[config.mk]
export PLATFORM = sky130hd
export DESIGN_NAME = alu_nibble_sequencer
export DESIGN_NICKNAME = d
export VERILOG_FILES = /design/src/rtl/alu_nibble_sequencer.sv
export SDC_FILE = /design/constraint.sdc
export NUM_CORES = 1
export LEC_CHECK = 0
export CAP_MARGIN = 40
export CORE_MARGIN = 1.5
export CORE_UTILIZATION = 42
export DETAILED_ROUTE_END_ITERATION = 8
export PLACE_DENSITY = 0.85
export SLEW_MARGIN = 10
export SYNTH_ARGS = -nofsm -noshare
export SYNTH_HDL_FRONTEND = slang
export SYNTH_SLANG_ARGS = --single-unit
export TNS_END_PERCENT = 1
[constraint.sdc]
create_clock -name clk -period 1.3 [get_ports clk]
set_input_delay 0.39 -clock clk [delete_from_list [all_inputs] [get_ports clk]]
set_output_delay 0.39 -clock clk [all_outputs]
set_load 0.01 [all_outputs]
[src/rtl/alu_nibble_sequencer.sv]
// Purpose: time-shares an external 4-bit ALU between two requesters and runs W-bit ADD/SUB/AND/NOT one nibble per pass, LSB nibble first.
// Latency: the accept cycle plus NIB pass cycles, then rsp_valid rises. Throughput is one op every NIB+2 cycles.
// Backpressure: the response holds stable in DONE until rsp_ready. Requests are accepted only in IDLE, with round-robin arbitration on contention.
module alu_nibble_sequencer #(
    parameter int NIB     = 2,
    parameter bit RR_INIT = 1'b0
) (
    input  logic                 clk,
    input  logic                 rst_n,
    input  logic                 req0_valid,
    output logic                 req0_ready,
    input  logic [1:0]           req0_op,
    input  logic [4*NIB-1:0]     req0_a,
    input  logic [4*NIB-1:0]     req0_b,
    input  logic                 req1_valid,
    output logic                 req1_ready,
    input  logic [1:0]           req1_op,
    input  logic [4*NIB-1:0]     req1_a,
    input  logic [4*NIB-1:0]     req1_b,
    output logic                 rsp_valid,
    input  logic                 rsp_ready,
    output logic                 rsp_id,
    output logic [4*NIB-1:0]     rsp_result,
    output logic                 rsp_carry,
    output logic                 rsp_zero,
    output logic                 rsp_ovf,
    output logic [2:0]           alu_select,
    output logic                 alu_in_c,
    output logic [3:0]           alu_in_x,
    output logic [3:0]           alu_in_y,
    input  logic [3:0]           alu_out_s,
    input  logic                 alu_out_c
);

    localparam int CW = (NIB > 1) ? $clog2(NIB) : 1;
    localparam logic [CW-1:0] LAST = CW'(NIB - 1);

    localparam logic [1:0] OP_ADD = 2'b00;
    localparam logic [1:0] OP_SUB = 2'b01;
    localparam logic [1:0] OP_AND = 2'b10;
    localparam logic [1:0] OP_NOT = 2'b11;

    typedef enum logic [1:0] {
        IDLE = 2'd0,
        PASS = 2'd1,
        DONE = 2'd2
    } state_t;

    typedef struct packed {
        logic [2:0] sel;
        logic       in_c;
        logic [3:0] y;
    } alu_drv_t;

    state_t                 state;
    logic                   rr_q;
    logic [CW-1:0]          cnt;
    logic [1:0]             op_q;
    logic [NIB-1:0][3:0]    a_q;
    logic [NIB-1:0][3:0]    b_q;
    logic [NIB-1:0][3:0]    res_q;
    logic                   id_q;

    logic                   grant;
    logic                   accept;
    logic [1:0]             op_sel;
    logic [NIB-1:0][3:0]    a_sel;
    logic [NIB-1:0][3:0]    b_sel;
    logic [NIB-1:0][3:0]    res_next;
    logic [CW-1:0]          nxt;
    logic                   arith;
    logic                   ovf_next;
    alu_drv_t               drv_first;
    alu_drv_t               drv_next;

    // ALU control for one nibble pass. The chained carry (c) from the previous
    // pass picks between the plain-add and add-plus-one encodings. A borrow
    // on SUB is folded in by adding ~b without the +1.
    function automatic alu_drv_t nibble_drive(input logic [1:0] op,
                                              input logic       first,
                                              input logic       c,
                                              input logic [3:0] b_nib);
        alu_drv_t d;
        d      = '0;
        d.y    = b_nib;
        case (op)
            OP_ADD: d.sel = (!first && c) ? 3'b001 : 3'b000;
            OP_SUB: begin
                if (first || c) begin
                    d.sel  = 3'b001;
                    d.in_c = 1'b1;
                end else begin
                    d.sel = 3'b000;
                    d.y   = ~b_nib;
                end
            end
            OP_AND: d.sel = 3'b011;
            OP_NOT: begin
                d.sel = 3'b010;
                d.y   = 4'h0;
            end
            default: d = '0;
        endcase
        return d;
    endfunction

    // Arbitration, request mux, and the result as it will look after this pass.
    always_comb begin
        grant      = (req0_valid && req1_valid) ? rr_q : req1_valid;
        req0_ready = (state == IDLE) && req0_valid && !grant;
        req1_ready = (state == IDLE) && req1_valid && grant;
        accept     = req0_ready || req1_ready;
        op_sel     = grant ? req1_op : req0_op;
        a_sel      = grant ? req1_a  : req0_a;
        b_sel      = grant ? req1_b  : req0_b;
        drv_first  = nibble_drive(op_sel, 1'b1, 1'b0, b_sel[0]);
        nxt        = cnt + 1'b1;
        drv_next   = nibble_drive(op_q, 1'b0, alu_out_c, b_q[nxt]);
        res_next   = res_q;
        res_next[cnt] = alu_out_s;
        arith      = (op_q == OP_ADD) || (op_q == OP_SUB);
        ovf_next   = 1'b0;
        if (op_q == OP_ADD)
            ovf_next = (a_q[NIB-1][3] == b_q[NIB-1][3]) && (res_next[NIB-1][3] != a_q[NIB-1][3]);
        else if (op_q == OP_SUB)
            ovf_next = (a_q[NIB-1][3] != b_q[NIB-1][3]) && (res_next[NIB-1][3] != a_q[NIB-1][3]);
    end

    // Sequencer FSM. The ALU drive for pass k is registered one cycle ahead,
    // so every output comes straight from a flop.
    always_ff @(posedge clk or negedge rst_n) begin
        if (!rst_n) begin
            state      <= IDLE;
            rr_q       <= RR_INIT;
            cnt        <= '0;
            op_q       <= '0;
            a_q        <= '0;
            b_q        <= '0;
            res_q      <= '0;
            id_q       <= 1'b0;
            rsp_valid  <= 1'b0;
            rsp_id     <= 1'b0;
            rsp_result <= '0;
            rsp_carry  <= 1'b0;
            rsp_zero   <= 1'b0;
            rsp_ovf    <= 1'b0;
            alu_select <= 3'b000;
            alu_in_c   <= 1'b0;
            alu_in_x   <= 4'h0;
            alu_in_y   <= 4'h0;
        end else begin
            case (state)
                IDLE: begin
                    if (accept) begin
                        op_q       <= op_sel;
                        a_q        <= a_sel;
                        b_q        <= b_sel;
                        id_q       <= grant;
                        rr_q       <= ~grant;
                        cnt        <= '0;
                        res_q      <= '0;
                        alu_select <= drv_first.sel;
                        alu_in_c   <= drv_first.in_c;
                        alu_in_x   <= a_sel[0];
                        alu_in_y   <= drv_first.y;
                        state      <= PASS;
                    end
                end
                PASS: begin
                    res_q <= res_next;
                    if (cnt == LAST) begin
                        rsp_valid  <= 1'b1;
                        rsp_id     <= id_q;
                        rsp_result <= res_next;
                        rsp_carry  <= arith & alu_out_c;
                        rsp_zero   <= (res_next == '0);
                        rsp_ovf    <= ovf_next;
                        alu_select <= 3'b000;
                        alu_in_c   <= 1'b0;
                        alu_in_x   <= 4'h0;
                        alu_in_y   <= 4'h0;
                        state      <= DONE;
                    end else begin
                        cnt        <= nxt;
                        alu_select <= drv_next.sel;
                        alu_in_c   <= drv_next.in_c;
                        alu_in_x   <= a_q[nxt];
                        alu_in_y   <= drv_next.y;
                    end
                end
                DONE: begin
                    if (rsp_ready) begin
                        rsp_valid <= 1'b0;
                        state     <= IDLE;
                    end
                end
                default: state <= IDLE;
            endcase
        end
    end

endmodule

## Yosys cells after proc, flatten, opt, wreduce, memory -nomap -nowiden

Cells that the tools add are included.

- Add/subtract/negate cells: 1
- Order comparisons: 3
- Equality and inequality tests: 14
- Muxes and demuxes: 46
- Bitwise gates (word level): 3
- Reductions and logical operators: 23

Operators with widths:

| cell | count |
|---|---|
| two-way mux 4 bit | 11 |
| two-way mux 8 bit | 3 |
| case mux 4 bit (2 select lines) | 3 |
| case mux 8 bit (2 select lines) | 1 |
| two-way mux 1 bit | 13 |
| case mux 3 bit (4 select lines) | 1 |
| equality test 2 bit, second input constant | 5 |
| case mux 3 bit (3 select lines) | 1 |
| bitwise mux 8 bit | 1 |
| logical AND 1 bit | 8 |
| logical NOT 8 bit | 1 |
| two-way mux 2 bit | 4 |
| equality test 2 x 1 -> 1 bit, second input constant | 3 |
| logical NOT 2 bit | 3 |
| two-way mux 3 bit | 2 |
| != test 2 bit, second input constant | 3 |
| case mux 1 bit (2 select lines) | 3 |
| case mux 2 bit (3 select lines) | 1 |
| case mux 3 bit (2 select lines) | 1 |
| AND reduction 2 bit | 3 |
| AND reduction 3 bit | 2 |
| demux 4 bit (select 1 bit) | 1 |
| less-than comparator 1 x 2 -> 1 bit, second input constant | 2 |
| inverter 4 bit | 1 |
| other kinds (10) | 13 |

- Flip-flop bits (word level): 56
- Bits of input ports: 46
- Output and inout bits: 27
- Logic and storage cells: 111

## Logic depth before layout (Yosys ltp)

Gate-level depths: netlist of run 1.

- Depth in word-level cells: 9
- Gate-level depth with buffers: 6
- Depth with buffers taken out: 4

## Worst setup path after synthesis of run 1

Ideal clock, no wire load.

- Kind: register to register
- Start: reg state[1]
- End: reg alu_select[0]
- Library setup time: 126 ps
- Data arrival time: 1,299 ps
- Data required time: 1,174 ps
- Setup slack: -126 ps
- Stages on the path, launching flop included: 6
- Path buffers: 1
- Clock period less this slack: 1,426 ps
- Path through: dfrtp_1 nand2b_1 buf_4 nand3b_1 mux2i_1 o32a_1

- Longest elaborated chain between the ends: 6
- Elaborated cells between the ends (all ways): 11
- Those cells by class: 2 x eq/ne; 1 x mux; 8 x reduce/logical

Ends and longest elaborated chain:

| element | RTL line | source |
|---|---|---|
| start: declaration | 55 | `state_t state;` |
| start signal: assignment | 133 | `state <= IDLE;` |
| start signal: assignment | 166 | `state <= PASS;` |
| start signal: assignment | 182 | `state <= DONE;` |
| logical NOT 2 bit | 110, 111, 152 |  |
| logical AND 1 bit, on equally long branches (2 in a row) | 110, 111 |  |
| logical OR 1 bit | 112 | `accept = req0_ready \|\| req1_ready;` |
| != test 2 bit (no line) | -- |  |
| AND reduction 2 bit (no line) | -- |  |
| end signal: assignment | 162 | `alu_select <= drv_first.sel;` |
| end signal: assignment | 185 | `alu_select <= drv_next.sel;` |
| end: declaration | 27 | `output logic [2:0] alu_select,` |

Parallel ways exist; a longest one is shown, timed or not.
A chain may end at the register's enable or synchronous reset.

## Worst setup path after layout of run 1

- Start: reg rr_q
- End: out req0_ready

- Longest elaborated chain between the ends: 3

Ends and longest elaborated chain:

| element | RTL line | source |
|---|---|---|
| start: declaration | 56 | `logic rr_q;` |
| start signal: assignment | 159 | `rr_q <= ~grant;` |
| two-way mux 1 bit | 109 | `grant = (req0_valid && req1_valid) ? rr_q : req1_valid;` |
| logical NOT 1 bit | 110 | `req0_ready = (state == IDLE) && req0_valid && !grant;` |
| logical AND 1 bit | 110 |  |
| end: declaration | 11 | `output logic req0_ready,` |

Every way passes these cells.

==> results of run 1 <==
-- final cells by class --
type | instances | share of cell area
clock inverter | 2 | 0.009901
sequential | 48 | 0.3402
inverter | 4 | 0.004243
tap | 70 | 0.02475
timing repair buffer | 112 | 0.2733
clock buffer | 6 | 0.02051
multi-input combinational | 171 | 0.3271
-- per-layer routing --
metal | global-route usage | up-vias
met3 | 0.05176 | 7
met2 | 0.3781 | 73
li1 | - | 1046
met1 | 0.2678 | 1053
met4 | 0.07818 | 0
met5 | 0 | -
-- timing repair --
action	CTS	global route
pin swaps	5	7
resized for setup	129	16
setup buffers	2	0
endpoints found under the setup margin	70	46
hold endpoints to repair	0	0
-- worst paths after layout --
| kind | end | cells after the start | slack [ns] |
|---|---|---|---|
| worst max-delay path | req0_ready | 5 | -0.45 |
| worst min-delay path | rsp_result[0]$_DFFE_PN0P_ | 2 | 0.05 |
| worst min register to register | rsp_zero$_DFFE_PN0P_ | 2 | 0.47 |
| worst max register to register | alu_select[0]$_DFFE_PN0P_ | 5 | -0.27 |
| max in group asynchronous | alu_in_y[0]$_DFFE_PN0P_ | 2 | 1.03 |
| min in group clk | rsp_zero$_DFFE_PN0P_ | 2 | 0.47 |
-- worst max-delay path, stage by stage (launching register included) --
cell,delay (ns)
dfrtp_1,0.40
nand2b_4,0.15
buf_6,0.12
and2_4,0.16
nor2_4,0.11
buf_6,0.11
-- placed cells by master (no fill, tap or decap), types with 2 or more instances in the layout --
cell	count
nor3_4	2
o21ai_0	6
o31ai_1	4
a211oi_1	2
nor2b_1	3
xnor2_1	4
and3_1	7
dfrtp_2	2
buf_4	29
a22oi_1	4
nor2_1	3
a31oi_1	2
dlygate4sd2_1	2
dfrtp_1	46
nand2_2	2
mux2i_1	10
buf_2	26
buf_6	9
a221o_1	5
and2_1	4
nand2b_4	2
clkbuf_8	5
inv_1	4
o21ai_1	12
clkdlybuf4s50_1	42
a211oi_2	3
nor4_1	2
nor2_4	4
nand3b_1	3
nand2_1	47
a22o_1	5
mux2i_2	4
buf_12	4
a21oi_1	9
-- state kept, by name, summed over array words and instances (netlist names), 2 cells and up --
| register | cells |
|---|---|
| rsp_result | 8 |
| state | 2 |
| op_q | 2 |
| b_q | 8 |
| alu_select | 2 |
| alu_in_y | 4 |
| alu_in_x | 4 |
| a_q | 4 |
| res_q | 5 |
-- kinds of logic (layout without fill, tap and decap cells) --
group	Yosys count	in the layout	share of synthesized area
simple gates	90	90	0.1877
compound gates	61	61	0.1796
flops	48	48	0.5147
buf+inv	16	124	0.03753
mux	14	14	0.06005
xor+xnor	5	5	0.01877
other cells	1	1	0.001607
-- power by group through the flow --
| stage | registers, W | clock network (W) | logic [W] |
|---|---|---|---|
| finish | 0.00261 | 0.00108 | 0.00407 |
| global route | 0.00269 | 0.00117 | 0.00442 |
| CTS | 0.00260 | 0.00110 | 0.00392 |
| detailed placement | 0.00263 | 0 | 0.00399 |
| global placement | 0.00260 | 0 | 0.00388 |
| floorplan | 0.00270 | 0 | 0.00198 |
-- stage by stage --
stage | total power (W) | cell area (um^2)
finish | 0.007757 | 3538
CTS | 0.007626 | 3490
floorplan | 0.004680 | 2360
detailed placement | 0.006621 | 3411
global route | 0.008278 | 3538
global placement | 0.006481 | 3411
==> qor.yml, run 1 <==
logic_synthesis:
  syn_nets: 281
  synthTopCellsByCount: "49 x nand2_1, 48 x dfrtp_1, 14 x mux2i_1"
  yosysWarnings: 0
  yosysTopAreaCell: "dfrtp_1"
  ys_top_cells_by_area: "dfrtp_1 51%, nand2_1 7.9%, mux2i_1 6.0%"
  synth_area_mm2: 0.002333
  syn_avg_cell_area_um2: 9.930
  ys_types: 46
  yosysMostFrequentCell: "nand2_1"
  async_flop_share: 1.000
  ys_seq_elements: 48
  synth-seq-area-share: 0.5147
  yosysTopAreaCellShare: 0.5147
  synthCells: 235
  synth_edf_count: 0
  synth_ff_type: "dfrtp_1"
die:
  core_area_mm2: 0.005238
  rows: 26
  fp.dieArea_mm2: 0.006012
  pin_count: 73
  start_util: 0.4455
  die_h_um: 77.54
  die_w_um: 77.54
clocking:
  clkTransAtPathRegs_ns: 0.09
  cts_tree: "yes"
  clockRootBuffer: "clkbuf_8"
  insertion_delay_ns: 0.31
  cts.sinks: 48
  cts.hold.buffers_added: 0
  cts_buffers: 5
  h-tree-depth: 2
  cts_max_path_buffers: 2
detailed_routing:
  drt-total-wl_um: 6293
  wl_met1_um: 2610
  wl_per_cell_um: 15.24
  num_vias: 2179
  top_layer: "met4"
  via_per_inst: 5.276
  dr.pass1.iters: 4
  antenna_left: 0
  route.met3.wl_um: 386
  wl_met2_um: 3214
  drtIter0Drc: 92
  drc: 0
placement:
  portBuffers: 71
  dp_hpwl_um: 4507
  post-place-ws_ns: -0.9564
  dp.cells: 403
  gp_congestion: 0.8319
timing:
  fin_setup_tns_ns: -3.801
  hold_violations: 0
  fin_crit_ns: 1.749
  grt_setup_unrepaired: "yes"
  setup_viol: 41
  slew_viol_final: 0
  fin_crit_sh: 1.346
  fin_skew_ns: 0.006364
  fmax_mhz: 571.6
  whs_ns: 0.04771
  fin_ws_ns: -0.4494
global_route:
  grt-ovfl-total: 0
  grt_pass1_wl_um: 10340
  antenna_found_initial: 0
  grtUsageTotal: 0.2195
  grt_pass1_vias: 2262
  grt_max_degree: 49
power:
  p_leak_nw: 1.679
  p_int_w: 0.004777
  clockPowerShare: 0.139
  swShare: 0.3842
  irDropWorstVdd_v: 0.001208
  seqPwrFrac: 0.336
  power.density_mw_per_mm2: 2192
  comb_power_share: 0.525
  p_switching_w: 0.002980
flow_run:
  max_cap_violations: 0
final_layout:
  final_cells: 413
  multi_input_area_mm2: 0.001157
  drive_above_1_share: 0.2945
  n_antenna_cell: 0
  area_growth_pct: 51.64
  fill_cells: 410
  seq_area_mm2: 0.001204
  nets: 388
  finish.utilization: 0.6756
setup_path:
  startpoint: "rr_q$_DFFE_PN0P_"
  crit_required_ns: 0.91
  start_kind: "flip-flop"
  critPathArrivalTime_ns: 1.36
  crit_fanout: 3
  crit_path_end_kind: "output pin"
  rr_startpoint: "state[1]$_DFFE_PN0P_"
  path_class: "reg -> out"
outcome:
  violations: "setup timing"
  status: "finished, violations left"
min_path:
  hp-class: "in -> async"
Power figures use the tool's default switching activity.
==> run 2: changes to the inputs <==
==> constraint.sdc (replaced) <==
create_clock -name clk -period 1.3 [get_ports clk]
set_input_delay 0.26 -clock clk [delete_from_list [all_inputs] [get_ports clk]]
set_output_delay 0.26 -clock clk [all_outputs]
set_load 0.01 [all_outputs]
==> run 2 against run 1 <==
Effect of this change: the flow still finishes with violations (setup timing); critical path type unchanged; combinational power is 11% higher; power grew 4.2%; sequential power rose by 2%; first-iteration DRC count increased by 14%; maximum frequency increased by 13%.
==> qor.yml, run 2 (same netlist as run 1, synthesis figures left out) <==
outcome:
  status: "finished, violations left"
  violations: "setup timing"
timing:
  hold_violations: 0
  setup_viol: 38
  fin_ws_ns: -0.2446
  fmax_mhz: 647.4
  fin_crit_ns: 1.545
  slew_viol_final: 0
  fin_setup_tns_ns: -3.761
  tightest_slew_ns: 0.5019
  fin_skew_ns: 0.01210
  fin_crit_sh: 1.188
  max_slew_margin: 0.6647
  grt_setup_unrepaired: "yes"
die:
  start_util: 0.4455
  fp.dieArea_mm2: 0.006012
  die_w_um: 77.54
  rows: 26
  pin_count: 73
  core_area_mm2: 0.005238
  die_h_um: 77.54
detailed_routing:
  drtIter0Drc: 105
  drt-total-wl_um: 6563
  route.met3.wl_um: 358
  wl_met1_um: 2727
  top_layer: "met4"
  wl_met2_um: 3367
  antenna_left: 0
  wl_per_cell_um: 15.74
  num_vias: 2236
  drc: 0
  via_per_inst: 5.362
  dr.pass1.iters: 4
global_route:
  grtUsageTotal: 0.2236
  grt_pass1_wl_um: 10670
  antenna_found_initial: 0
  grt_max_degree: 49
  grt_pass1_vias: 2270
  grt-ovfl-total: 0
clocking:
  clkTransAtPathRegs_ns: 0.09
  insertion_delay_ns: 0.31
  cts_max_path_buffers: 2
  cts_buffers: 5
  h-tree-depth: 2
  cts.sinks: 48
  clockRootBuffer: "clkbuf_8"
  cts_tree: "yes"
placement:
  portBuffers: 71
  placed_area_mm2: 0.003400
  dp_hpwl_um: 4556
  gp_congestion: 0.8156
  dp.cells: 403
setup_path:
  crit_required_ns: 1.04
  critPathArrivalTime_ns: 1.28
  r2r_slack_ns: -0.22
  path_class: "reg -> out"
  crit_fanout: 4
  start_kind: "flip-flop"
  r2r_cells: 6
  crit_path_end_kind: "output pin"
final_layout:
  nets: 392
  final_area_mm2: 0.003719
  top_regs: "b_q: 8 flops, rsp_result: 8 flops, res_q: 5 flops"
  final_cell_mix: "46 x nand2_1, 46 x dfrtp_1, 42 x clkdlybuf4s50_1"
  n_antenna_cell: 0
  area_growth_pct: 59.36
  finish.utilization: 0.7100
  drive_above_1_share: 0.2565
  final_cells: 417
power:
  p_leak_nw: 1.753
  power.density_mw_per_mm2: 2174
  total_power_w: 0.008084
  irDropWorstVdd_v: 0.001031
min_path:
  hp-class: "in -> async"
flow_run:
  max_cap_violations: 0
==> run 2: cell count changes in the layout (fill, tap and decap cells not counted), sizes merged <==
cell           before  now
dlygate4sd2         2   24
clkdlybuf4s15       0    2
buf                68   47
bufinv              1    0
clkinvlp            0    2
clkinv              1    0
dlygate4sd3         0    1
==> run 2: routing by layer <==
metal  up-vias  global-route usage
met5         -                   0
met4         0             0.05273
met3        13             0.05882
met2        73              0.3754
met1      1100              0.2885
li1       1050                   -
==> run 2: area by class of cell <==
| type | instances | area [um^2] |
|---|---|---|
| clock buffer | 6 | 82.58 |
| clock inverter | 2 | 15.01 |
| sequential | 48 | 1204 |
| timing repair buffer | 116 | 1100 |
| multi-input combinational | 171 | 1215 |
| tap | 70 | 87.58 |
| inverter | 4 | 15.01 |
| fill | 386 | 1519 |
==> run 2: worst paths after layout <==
path | start | endpoint
max | rr_q$_DFFE_PN0P_ | req0_ready
min | rst_n | alu_select[1]$_DFFE_PN0P_
max reg2reg | state[1]$_DFFE_PN0P_ | alu_select[0]$_DFFE_PN0P_
min reg2reg | rsp_result[1]$_DFFE_PN0P_ | rsp_result[1]$_DFFE_PN0P_
max in group asynchronous | rst_n | rsp_result[7]$_DFFE_PN0P_
min in group clk | rsp_result[1]$_DFFE_PN0P_ | rsp_result[1]$_DFFE_PN0P_
==> run 2: critical path, cell delays in order (launching register included) <==
cell      delay [ns]
dfrtp_1         0.41
nand2b_4        0.17
and2_4          0.18
nor2_4          0.11
buf_6           0.11
==> run 2: repair_timing <==
item,4_1_cts,5_1_grt
hold buffers,1,0
buffers inserted,2,3
hold endpoints to repair,48,0
pin swaps,10,9
endpoints found under the setup margin,69,46
gates resized for setup,61,21
==> run 2: per-stage QoR <==
stage                     setup slack (ns)  hold WS, ns
after floorplan                   -0.02798     -0.03559
after global placement             -0.6939       0.2633
after detailed placement           -0.7203       0.2672
after CTS                          -0.2291       0.4765
after global routing               -0.2911       0.4872
final                              -0.2446       0.4652
==> run 2: report_power, final <==
part	total [W]	switching [W]	internal [W]
registers	0.00265	0.000500	0.00215
logic	0.00450	0.00218	0.00232
clock network	0.000939	0.000508	0.000431
